`src/rtl/rvv_uop_sequencer_pkg.sv`:
```
// Shared types and encodings for the RVV micro-op sequencer and its count unit.
package rvv_uop_sequencer_pkg;

  typedef enum logic [2:0] {
    LMUL_1   = 3'b000,
    LMUL_2   = 3'b001,
    LMUL_4   = 3'b010,
    LMUL_8   = 3'b011,
    LMUL_RSV = 3'b100,
    LMUL_F4  = 3'b110,
    LMUL_F2  = 3'b111
  } lmul_e;

  typedef enum logic [2:0] {
    SEW_8  = 3'b000,
    SEW_16 = 3'b001,
    SEW_32 = 3'b010
  } sew_e;

  typedef enum logic {
    ST_IDLE = 1'b0,
    ST_SEQ  = 1'b1
  } state_e;

  // vlmul value with no defined group size
  localparam logic [2:0] LMUL_RESERVED = 3'b100;
  // largest vsew encoding that names a supported element width
  localparam logic [2:0] SEW_MAX_LEGAL = 3'b010;
  // log2 limits: element width up to 32 bits, register group up to 8
  localparam logic [3:0]        EEW_LOG_MAX  = 4'd2;
  localparam logic signed [3:0] EMUL_LOG_MAX = 4'sd3;

endpackage

```
`src/rtl/rvv_uop_count.sv`:
```
// Combinational legality check and uop count for one vector instruction.
// Everything is a power of two, so the division by elements-per-register
// is a round-up add followed by a right shift.
module rvv_uop_count
  import rvv_uop_sequencer_pkg::*;
#(
  parameter int VLEN = 128,
  parameter int VL_W = $clog2(VLEN) + 1
) (
  input  logic [2:0]      vlmul,
  input  logic [2:0]      vsew,
  input  logic            widen,
  input  logic [VL_W-1:0] vl,
  output logic            illegal,
  output logic [3:0]      epr_log,
  output logic [3:0]      count
);

  localparam int VLENB_LOG = $clog2(VLEN / 8);
  localparam logic [VL_W:0] ONE_X = 1;

  logic [3:0]        eew_log;
  logic signed [3:0] emul_log;
  logic [1:0]        emul_pos;
  logic [3:0]        nmax;
  logic [VL_W:0]     vl_round;
  logic [VL_W:0]     n_regs;

  // Decode widths, check legality and clamp the register count to the group size
  always_comb begin
    eew_log  = {1'b0, vsew} + {3'b000, widen};
    emul_log = signed'({vlmul[2], vlmul}) + signed'({3'b000, widen});
    illegal  = (vlmul == LMUL_RESERVED) || (vsew > SEW_MAX_LEGAL) ||
               (eew_log > EEW_LOG_MAX) || (emul_log > EMUL_LOG_MAX);
    epr_log  = 4'(VLENB_LOG) - eew_log;
    // fractional LMUL still occupies one register
    emul_pos = emul_log[3] ? 2'd0 : emul_log[1:0];
    nmax     = 4'd1 << emul_pos;
    vl_round = {1'b0, vl} + ((ONE_X << epr_log) - ONE_X);
    n_regs   = vl_round >> epr_log;
    count    = (n_regs < {{(VL_W-3){1'b0}}, nmax}) ? n_regs[3:0] : nmax;
  end

endmodule

```
`src/rtl/rvv_uop_sequencer.sv`:
```
// Splits an accepted vector instruction into one uop per destination
// register of its group, with a valid/ready handshake toward the backend.
//
//   state   | meaning
//   --------+-----------------------------------------------------------
//   ST_IDLE | waiting for an instruction; inst_ready high unless flush
//   ST_SEQ  | issuing uops for the latched instruction
module rvv_uop_sequencer
  import rvv_uop_sequencer_pkg::*;
#(
  parameter int VLEN = 128,
  parameter int VL_W = $clog2(VLEN) + 1,
  parameter int ID_W = 4
) (
  input  logic            clk,
  input  logic            rst,
  input  logic            flush,
  input  logic            inst_valid,
  output logic            inst_ready,
  input  logic [2:0]      inst_vlmul,
  input  logic [2:0]      inst_vsew,
  input  logic            inst_widen,
  input  logic [VL_W-1:0] inst_vl,
  input  logic [ID_W-1:0] inst_id,
  output logic            inst_illegal,
  output logic            inst_done,
  output logic            uop_valid,
  input  logic            uop_ready,
  output logic [2:0]      uop_idx,
  output logic [VL_W-1:0] uop_elem_base,
  output logic            uop_last,
  output logic [ID_W-1:0] uop_id,
  output logic            busy
);

  state_e          state_q, state_d;
  logic [2:0]      counter_q;
  logic [3:0]      count_q;
  logic [3:0]      epr_log_q;
  logic [ID_W-1:0] id_q;
  logic            done_q;
  logic            illegal_q;

  logic            cnt_illegal;
  logic [3:0]      cnt_epr_log;
  logic [3:0]      cnt_count;

  logic            seq;
  logic            is_last;
  logic            accept;
  logic            uop_fire;
  logic            last_fire;
  logic            vl_zero;

  rvv_uop_count #(
    .VLEN (VLEN),
    .VL_W (VL_W)
  ) u_count (
    .vlmul   (inst_vlmul),
    .vsew    (inst_vsew),
    .widen   (inst_widen),
    .vl      (inst_vl),
    .illegal (cnt_illegal),
    .epr_log (cnt_epr_log),
    .count   (cnt_count)
  );

  assign seq     = (state_q == ST_SEQ);
  assign is_last = ({1'b0, counter_q} == (count_q - 4'd1));
  assign vl_zero = (inst_vl == '0);

  // State register
  always_ff @(posedge clk) begin
    if (rst) state_q <= ST_IDLE;
    else     state_q <= state_d;
  end

  // Next state and handshakes; flush wins over both the uop and instruction handshakes
  always_comb begin
    state_d    = state_q;
    inst_ready = 1'b0;
    uop_valid  = 1'b0;
    accept     = 1'b0;
    uop_fire   = 1'b0;
    last_fire  = 1'b0;
    case (state_q)
      ST_IDLE: begin
        inst_ready = ~flush;
        accept     = inst_valid & ~flush;
        if (accept && !cnt_illegal && !vl_zero) state_d = ST_SEQ;
      end
      ST_SEQ: begin
        uop_valid = 1'b1;
        if (flush) begin
          state_d = ST_IDLE;
        end else if (uop_ready) begin
          uop_fire = 1'b1;
          if (is_last) begin
            last_fire = 1'b1;
            state_d   = ST_IDLE;
          end
        end
      end
      default: state_d = ST_IDLE;
    endcase
  end

  // Instruction latch, uop counter and the one-cycle status pulses
  always_ff @(posedge clk) begin
    if (rst) begin
      counter_q <= '0;
      count_q   <= '0;
      epr_log_q <= '0;
      id_q      <= '0;
      done_q    <= 1'b0;
      illegal_q <= 1'b0;
    end else begin
      done_q    <= (accept & ~cnt_illegal & vl_zero) | last_fire;
      illegal_q <= accept & cnt_illegal;
      if (accept && !cnt_illegal) begin
        count_q   <= cnt_count;
        epr_log_q <= cnt_epr_log;
        id_q      <= inst_id;
        counter_q <= '0;
      end else if (last_fire || (seq && flush)) begin
        counter_q <= '0;
      end else if (uop_fire) begin
        counter_q <= counter_q + 3'd1;
      end
    end
  end

  // uop fields read zero outside SEQ so reset and idle look identical downstream
  assign uop_idx       = seq ? counter_q : 3'd0;
  assign uop_elem_base = seq ? (VL_W'(counter_q) << epr_log_q) : '0;
  assign uop_last      = seq & is_last;
  assign uop_id        = seq ? id_q : '0;
  assign busy          = seq;
  assign inst_done     = done_q;
  assign inst_illegal  = illegal_q;

endmodule

```
`config.mk`:
```
export PLATFORM = sky130hd
export DESIGN_NAME = rvv_uop_sequencer
export DESIGN_NICKNAME = d
export VERILOG_FILES = /design/src/rtl/rvv_uop_sequencer_pkg.sv /design/src/rtl/rvv_uop_count.sv /design/src/rtl/rvv_uop_sequencer.sv
export SDC_FILE = /design/constraint.sdc
export NUM_CORES = 1
export LEC_CHECK = 0
export ABC_AREA = 1
export CORE_ASPECT_RATIO = 2
export CORE_MARGIN = 4
export CORE_UTILIZATION = 25
export CTS_CLUSTER_SIZE = 25
export DETAILED_ROUTE_END_ITERATION = 7
export DONT_BUFFER_PORTS = 1
export SYNTH_ARGS = -nofsm -noshare
export SYNTH_HDL_FRONTEND = slang
export SYNTH_HIERARCHICAL = 1
export SYNTH_SLANG_ARGS = --single-unit
```
`constraint.sdc`:
```
create_clock -name clk -period 10.9 [get_ports clk]
set_clock_uncertainty 0.2 [all_clocks]
set_input_delay 2.18 -clock clk [delete_from_list [all_inputs] [get_ports clk]]
set_output_delay 2.18 -clock clk [all_outputs]
set_load 0.02 [all_outputs]
```
==> reports/metrics.json <==
{
  "status": {"value": "complete, no violations"},
  "global_route_track_usage_on_met2": {"value": 21.86, "unit": "%"},
  "die_width": {"value": 77.68, "unit": "um"},
  "power-per-cell-area": {"value": 117.5, "unit": "nW/um^2"},
  "worst-path-max-fanout": {"value": 14},
  "busiest_layer": {"value": "met2"},
  "port_buffers": {"value": 0},
  "irDropWorstVdd": {"value": 39.48, "unit": "uV"},
  "final_nets": {"value": 445},
  "fmaxAchievable": {"value": 0.1420, "unit": "GHz"},
  "synth_cells": {"value": 391},
  "finalSetupTns": {"value": 0, "unit": "ns"},
  "detailedRoute.firstIterationViolations": {"value": 85},
  "report.final.slew_viol_count": {"value": 0},
  "hp-class": {"value": "flop to flop"},
  "final-hold-violation-count": {"value": 0},
  "initial_core_util": {"value": 25.70, "unit": "%"},
  "synth_nets": {"value": 447},
  "total_die_area": {"value": 11450, "unit": "sq um"},
  "via_count": {"value": 2350},
  "critical_path_arrival": {"value": 6.97, "unit": "ns"},
  "num_io_pins": {"value": 45},
  "area.growth.synth_to_final": {"value": 8.041, "unit": "%"},
  "clock_insertion_delay_worst_skew": {"value": 0.24, "unit": "ns"},
  "initial_antenna_violation_count": {"value": 0},
  "netlist.top_cell.by_area": {"value": "sky130_fd_sc_hd__nand2_1"},
  "globalplace.congestion": {"value": 0.9340},
  "max-slew-margin-rel": {"value": 45.37, "unit": "%"},
  "buffers_from_clock_root_to_sink_at_most": {"value": 2},
  "tritoncts": {"value": "done"},
  "total_routing_usage_reported_by_global_routing": {"value": 11.02, "unit": "%"},
  "routed_wl": {"value": 6136, "unit": "um"},
  "grt_setup_unrepaired": {"value": "false"},
  "synth-edff-count": {"value": 0},
  "numClockSinks": {"value": 18},
  "slowest_stage": {"value": "sky130_fd_sc_hd__ha_1"},
  "remaining_drc_errors": {"value": 0},
  "antenna_left": {"value": 0},
  "setup.worst_path.start_class": {"value": "primary input"},
  "yosysMostFrequentCell": {"value": "sky130_fd_sc_hd__nand2_1"},
  "worst_stage_delay_on_the_critical_path": {"value": 0.57, "unit": "ns"},
  "cts_resized": {"value": 0},
  "worst_setup_hold_path_clk_slew": {"value": 0.05, "unit": "ns"},
  "fin_util": {"value": 27.76, "unit": "%"},
  "rows": {"value": 50},
  "post_synth_instance_area": {"value": 2427, "unit": "sq um"},
  "drt_pass1_iterations": {"value": 4},
  "postSynthRegisterBits": {"value": 18},
  "min_period": {"value": 7.043, "unit": "ns"},
  "antenna-diode-count": {"value": 0},
  "synthesis.area_per_instance": {"value": 6.208, "unit": "sq um"},
  "grt_overflow": {"value": 0},
  "ctsHoldBuffers": {"value": 0},
  "max_slew.worst_pin.slew": {"value": 0.8184, "unit": "ns"},
  "static-leakage-power": {"value": 0.001358, "unit": "uW"},
  "largest_net_degree_at_the_start_of_global_routing": {"value": 19},
  "use_met1": {"value": 11.01, "unit": "%"},
  "core_area": {"value": 9447, "unit": "sq um"},
  "synth_warnings": {"value": 6},
  "cts.root.buffer_cell": {"value": "sky130_fd_sc_hd__clkbuf_16"},
  "crit_buf_inv": {"value": 2},
  "dp_hpwl": {"value": 5314, "unit": "um"},
  "max_cap_viol_count": {"value": 0},
  "cts_htree_levels": {"value": 1},
  "post_synth_most_frequent_cells": {"value": "sky130_fd_sc_hd__nand2_1 (109), sky130_fd_sc_hd__inv_1 (72), sky130_fd_sc_hd__ha_1 (31), sky130_fd_sc_hd__nor2_1 (31), sky130_fd_sc_hd__nand3_1 (29)"},
  "ys_types": {"value": 39},
  "worstPathRequired": {"value": 10.83, "unit": "ns"},
  "timing.final.crit_share": {"value": 64.61, "unit": "%"},
  "global_route_wire_length_before_repair": {"value": 10430, "unit": "um"},
  "synthFlopType": {"value": "sky130_fd_sc_hd__dfxtp_1"},
  "reg2reg_setup_slack": {"value": 8.93, "unit": "ns"},
  "setup_viol": {"value": 0},
  "path_common_cell": {"value": "sky130_fd_sc_hd__nand2_1"},
  "worstSetupPathType": {"value": "primary input to flop"},
  "floorplan.die.height": {"value": 147.4, "unit": "um"},
  "async_set_or_reset_flop_fraction_in_the_synthesized_netlist": {"value": 0, "unit": "%"},
  "layout-drive-gt1-share": {"value": 10.34, "unit": "%"},
  "gr-usage-met3": {"value": 1.350, "unit": "%"},
  "timing.critical_path.to_type": {"value": "flop"},
  "seq_area_frac_synth": {"value": 14.85, "unit": "%"},
  "synthDominantCellAreaShare": {"value": 16.86, "unit": "%"},
  "post-cts-setup-buffer-count": {"value": 0},
  "cp_top_family": {"value": "adder cells"},
  "netlist_top_cells_area": {"value": "sky130_fd_sc_hd__nand2_1 (17%), sky130_fd_sc_hd__ha_1 (16%), sky130_fd_sc_hd__dfxtp_1 (15%)"},
  "route.detailed.vias_per_inst": {"value": 4.545},
  "n_fill_cell": {"value": 1064},
  "grt_pass1_vias": {"value": 2360},
  "tritoncts.num_buffers": {"value": 3},
  "routedWlPerCell": {"value": 11.87, "unit": "um"}
}
cells in the final DEF, fill, tap and decap left out, drive strengths merged, types with 2 or more instances in the layout:
cell and count:
nand2 119, inv 79, nor2 38, nand3 35, ha 31, a21oi 18, dfxtp 18, o21ai 12
nand4 8, a211oi 7, xor2 3, clkbuf 3, nor4 2, xnor2 2, o22ai 2
stage by stage:
step	cell area, sq um	setup slack [ns]	std cells	total power, uW	hold slack, ns
floorplan	2427	4.210	391	206.9	0.2393
global placement	2547	3.704	514	235.7	0.2453
detailed placement	2547	3.603	514	237.8	0.2473
CTS	2623	3.868	517	310.6	0.2556
global route	2623	3.361	517	336.8	0.2722
finish	2623	3.857	517	308.2	0.2560
flip-flops by register name (all words and copies together) (netlist names):
signal,cells
epr_log_q,4
counter_q,3
count_q,4
inst_done,1
busy,1
id_q,4
inst_illegal,1
worst reg2reg max path, cell delays in order, from the launching register on:
cell and delay [ns]:
sky130_fd_sc_hd__dfxtp_1 0.85, sky130_fd_sc_hd__nor2_4 0.16, sky130_fd_sc_hd__nand2_2 0.17, sky130_fd_sc_hd__nor2_8 0.07, sky130_fd_sc_hd__or2_1 0.23, sky130_fd_sc_hd__inv_1 0.05
sky130_fd_sc_hd__nand2_1 0.09, sky130_fd_sc_hd__nor2_1 0.10
layer usage:
layer  wire (um)  vias to the layer above
met4         218                        0
met1        2346                     1056
met3         219                       14
met2        3352                       48
li1            -                     1232
met5           0                        -
logic make-up after synthesis:
family | share of synthesized area, %
compound gates | 11.86
xor+xnor | 1.804
fa+ha+maj | 16.80
buf+inv | 14.07
flops | 14.85
simple gates | 40.62
layout make-up:
cell class,instances,area [sq um],area share [%]
tap,130,162.7,6.202
clock buffer,3,75.07,2.863
inverter,79,299.0,11.40
sequential,18,360.3,13.74
multi-input combinational,287,1725,65.79
report_power, final:
group          total [uW]  internal (uW)  switching, uW  leakage [uW]
clock                71.4           48.2           23.2     0.0000370
sequential           69.2           67.5           1.73      0.000146
combinational         168           59.6            108       0.00118
worst paths after layout:
| kind | from | endpoint | cells after the start |
|---|---|---|---|
| setup reg to reg | busy | counter_q[2] | 7 |
| hold reg to reg | id_q[0] | id_q[0] | 2 |
| hold / removal | id_q[0] | id_q[0] | 2 |
| setup / recovery | inst_vsew[0] | count_q[3] | 29 |
No activity file was read; power rests on OpenSTA's default activity.
